<file path="config.mk">
export PLATFORM = sky130hd
export DESIGN_NAME = iter_mult_responder
export DESIGN_NICKNAME = d
export VERILOG_FILES = /design/src/rtl/calyx_prims_pkg.sv /design/src/rtl/iter_mult_responder.sv
export SDC_FILE = /design/constraint.sdc
export NUM_CORES = 1
export LEC_CHECK = 0
export BUFFER_PORTS_ARGS = -buffer_cell sky130_fd_sc_hd__buf_2
export CAP_MARGIN = 5
export CORE_MARGIN = 2
export CORE_UTILIZATION = 63
export DETAILED_ROUTE_END_ITERATION = 12
export HOLD_SLACK_MARGIN = 0.02
export PLACE_DENSITY = 0.88
export REMOVE_ABC_BUFFERS = 1
export SYNTH_ARGS = -nofsm -noshare
export SYNTH_HDL_FRONTEND = slang
export SYNTH_SLANG_ARGS = --single-unit
</file>
<file path="constraint.sdc">
create_clock -name clk -period 6.1 [get_ports clk]
set_input_delay 0.61 -clock clk [delete_from_list [all_inputs] [get_ports clk]]
set_output_delay 0.61 -clock clk [all_outputs]
set_load 0.1 [all_outputs]
</file>
<file path="src/rtl/calyx_prims_pkg.sv">
// Shared types for the calyx-style primitive library: responder handshake states
// and a small decode helper used by multi-cycle leaf primitives.
package calyx_prims_pkg;

    typedef enum logic [1:0] {
        IDLE = 2'd0,
        BUSY = 2'd1,
        DONE = 2'd2
    } resp_state_t;

    // The unused encoding 2'd3 behaves as IDLE so a corrupted state recovers on its own.
    function automatic logic is_idle(input resp_state_t state);
        return (state == IDLE) || (state == resp_state_t'(2'd3));
    endfunction

endpackage

</file>
<file path="src/rtl/iter_mult_responder.sv">
// Multi-cycle shift-add multiplier on the responder side of a valid/ready handshake.
// One multiplier bit is consumed per cycle; ready pulses for one cycle with the product on out.
module iter_mult_responder
    import calyx_prims_pkg::*;
#(
    parameter int WIDTH = 32
) (
    input  logic             clk,
    input  logic             reset,
    input  logic             valid,
    input  logic [WIDTH-1:0] left,
    input  logic [WIDTH-1:0] right,
    output logic [WIDTH-1:0] out,
    output logic             ready
);

    localparam int            CW       = $clog2(WIDTH);
    localparam logic [CW-1:0] LAST_CNT = CW'(WIDTH - 1);

    resp_state_t      state_r;
    resp_state_t      state_next_s;
    logic [WIDTH-1:0] mcand_r;
    logic [WIDTH-1:0] mplier_r;
    logic [WIDTH-1:0] acc_r;
    logic [WIDTH-1:0] acc_sum_s;
    logic [WIDTH-1:0] out_r;
    logic [CW-1:0]    cnt_r;
    logic             accept_s;
    logic             last_s;

    assign out = out_r;

    // Next-state, step add and ready decode from registered state only.
    always_comb begin
        state_next_s = state_r;
        accept_s     = 1'b0;
        last_s       = 1'b0;
        ready        = (state_r == DONE);
        if (mplier_r[0]) begin
            acc_sum_s = acc_r + mcand_r;
        end else begin
            acc_sum_s = acc_r;
        end
        case (state_r)
            BUSY: begin
                if (cnt_r == LAST_CNT) begin
                    last_s       = 1'b1;
                    state_next_s = DONE;
                end else begin
                    state_next_s = BUSY;
                end
            end
            DONE: begin
                state_next_s = IDLE;
            end
            default: begin
                if (is_idle(state_r) && valid) begin
                    accept_s     = 1'b1;
                    state_next_s = BUSY;
                end else begin
                    state_next_s = IDLE;
                end
            end
        endcase
    end

    // State and shift-add datapath; out only updates on the step that finishes the product.
    always_ff @(posedge clk or posedge reset) begin
        if (reset) begin
            state_r  <= IDLE;
            mcand_r  <= {WIDTH{1'b0}};
            mplier_r <= {WIDTH{1'b0}};
            acc_r    <= {WIDTH{1'b0}};
            out_r    <= {WIDTH{1'b0}};
            cnt_r    <= {CW{1'b0}};
        end else begin
            state_r <= state_next_s;
            if (accept_s) begin
                mcand_r  <= left;
                mplier_r <= right;
                acc_r    <= {WIDTH{1'b0}};
                cnt_r    <= {CW{1'b0}};
            end else if (state_r == BUSY) begin
                acc_r    <= acc_sum_s;
                mcand_r  <= mcand_r << 1;
                mplier_r <= mplier_r >> 1;
                cnt_r    <= cnt_r + CW'(1);
                if (last_s) begin
                    out_r <= acc_sum_s;
                end else begin
                    out_r <= out_r;
                end
            end else begin
                acc_r <= acc_r;
            end
        end
    end

endmodule

</file>
==> flow_summary_export.csv <==
group,metric,value,unit
outcome,status,"finished clean",
grt,grt_pass1_vias,6275,
logic_synthesis,yosysWarnings,0,
grt,grt_pass1_wl,29.9,mm
place,io_buffer_count,99,
clocking,clk_pin_slew,0.06,ns
setup_path,start_kind,"flip-flop",
grt,antenna_found_initial,0,
logic_synthesis,seq_area_frac_synth,43.7,%
clocking,clock_latency,0.43,ns
setup_path,cp.required,6.46,ns
cells_and_area,n_antenna_cell,0,
setup_path,arrival,3.48,ns
floorplanning,die-area,13200,sq um
setup_path,worstSetupPathType,"flip-flop to flip-flop",
clocking,cts_buffers,17,
floorplanning,die_w,115,microns
timing,worst_pin_slew,1.09,ns
logic_synthesis,async_flop_share,100,%
timing,clock_skew,0.00757,ns
logic_synthesis,synth_cells,827,
logic_synthesis,ys_ff_latch,135,
route,initialDrtViolationCount,424,
grt,grt_use_total,28.6,%
logic_synthesis,syn_area,7730,sq um
clocking,postCtsResizedCells,0,
clocking,cts_tree,"built",
route,wire_per_inst,16.4,microns
grt,grt_max_degree,118,
floorplanning,coreArea,12000,sq um
timing,relSlewSlack,27.4,%
cells_and_area,final_cell_mix,"nand2_1, dfrtp_1, o21ai_0, buf_2, mux2i_1",
route,vias,6330,
logic_synthesis,synth_edf_count,0,
floorplanning,num_rows,40,
clocking,cts-root-buf,"clkbuf_16",
timing,setup_viol,0,
flow_run,drv_cap,0,
logic_synthesis,avgSynthCellArea,9.34,sq um
timing,hold_viol,0,
floorplanning,ios,100,
grt,overflow,0,
route,drt-total-wl,17.5,mm
cells_and_area,fillers,885,
timing,fin_crit_sh,51.1,%
cells_and_area,seqCellArea,3380,sq um
cells_and_area,syn2layout_area_growth,14.9,%
route,drtAntennaViolNets,0,
setup_path,path_max_fanout,5,
cells_and_area,final_common_cell,"nand2_1",
clocking,cts_sinks,135,
logic_synthesis,synth_cell_type_count,53,
timing,drv_slew,0,
setup_path,crit_path_end_kind,"flip-flop",
place,dpl.hpwl,11.4,mm
floorplanning,die_y,115,microns
hold_path,hold_class,"input pin to asynchronous set/reset pin",
cells_and_area,multi_input_area,4150,sq um
floorplanning,start_util,64.3,%
cells_and_area,nets,1009,
cells_and_area,final_layout_size_suffix_gt1_share,16.8,%
clocking,h-tree-depth,4,
timing,rsz0062_at_grt,"false",
timing,max_freq,321,MHz
place,gp_congestion,0.910,
clocking,cts_buffer_depth,2,
clocking,postCtsSetupBuffers,0,
timing,fin_tns_setup,0,ns
logic_synthesis,synthFlopType,"dfrtp_1",
setup_path,rr_worst_depth,11,
route,viasPerCell,5.94,
route,drc,0,
route,dr.pass1.iters,5,
timing,min_period,3.12,ns
clocking,postCtsHoldBufs,0,
worst paths after layout:
check / from / end / slack [ns]
min: reset / mplier_r[23] / 0.24
max: mcand_r[0] / out[30] / 2.98
max in group asynchronous: reset / out[19] / 4.54
max reg2reg: mcand_r[0] / out[30] / 2.98
min reg2reg: out[12] / out[12] / 0.47
min in group clk: left[30] / mcand_r[30] / 0.38
metrics by stage:
stage / setup WS (ns) / util [%] / area (sq um) / hold WS [ns] / cells
5_1_grt: 2.79 / 73.9 / 8880 / 0.279 / 1066
3_5_place_dp: 3.05 / 69.1 / 8310 / 0.465 / 1034
4_1_cts: 2.99 / 73.9 / 8880 / 0.252 / 1066
6_report: 2.98 / 73.9 / 8880 / 0.237 / 1066
2_1_floorplan: 0.418 / - / 7560 / 0.491 / 782
3_3_place_gp: 3.16 / 69.1 / 8310 / 0.458 / 1034
cells by family (layout without fill, tap and decap cells):
logic type / count (synthesis) / count (layout) / synth area share (%)
AND/OR/NAND/NOR: 253 / 253 / 14.7
flip-flops: 135 / 135 / 43.7
buffers and inverters: 58 / 150 / 2.82
adder cells (fa/ha/maj): 36 / 36 / 5.93
multiplexers: 91 / 91 / 11.8
XOR/XNOR: 28 / 28 / 3.17
AO/OA/AOI/OAI: 226 / 226 / 17.9
Yosys cell counts (7+ instances only):
| master | number | area (sq um) |
|---|---|---|
| a21o_1 | 13 | 97.6 |
| a21oi_1 | 53 | 265 |
| dfrtp_1 | 135 | 3380 |
| clkbuf_1 | 43 | 161 |
| nand2_1 | 152 | 571 |
| mux2i_1 | 91 | 911 |
| a211oi_1 | 8 | 60.1 |
| nor2_1 | 29 | 109 |
| ha_1 | 35 | 438 |
| xnor2_1 | 20 | 175 |
| and3_1 | 12 | 75.1 |
| inv_1 | 13 | 48.8 |
| o21ai_1 | 11 | 55.1 |
| xor2_1 | 8 | 70.1 |
| nand3_1 | 10 | 50.1 |
| o21bai_1 | 7 | 52.6 |
| o21ai_0 | 101 | 505 |
| nor3_1 | 13 | 65.1 |
critical path: stages, from the launching register on:
cell and delay [ns]:
dfrtp_1 0.41, ha_1 0.26, fa_1 0.46, a211oi_2 0.29, o211a_1 0.24, nor3b_2 0.07, a211oi_4 0.31, o21ai_2 0.11
a22oi_4 0.26, o21ai_1 0.17, or3_1 0.37, nand3_1 0.10
per-layer routing:
metal  global-route usage [%]  share of wire, %  vias up
met5                        0                 0        -
met4                     8.92               1.8        0
met3                     6.96               5.0       32
met2                     47.8                49      172
met1                     37.4                44     3026
li1                         -                 -     3100
layout make-up:
cell class                      instances  share of cell area (%)
Clock inverter                         12                    1.34
Multi-Input combinational cell        634                    46.7
Clock buffer                           20                    5.14
Tap cell                              147                    2.07
Sequential cell                       135                    38.1
Inverter                               13                   0.606
Timing Repair Buffer                  105                    6.09
state kept, by name, indices dropped and copies added, names as in the netlist:
| register | flops |
|---|---|
| acc_r | 32 |
| mcand_r | 32 |
| mplier_r | 32 |
| out | 32 |
| cnt_r | 5 |
| state_r | 2 |
Power is left out: the tool's default activity adds up to more than one toggle a clock period on the data nets, which glitch-free logic cannot reach.
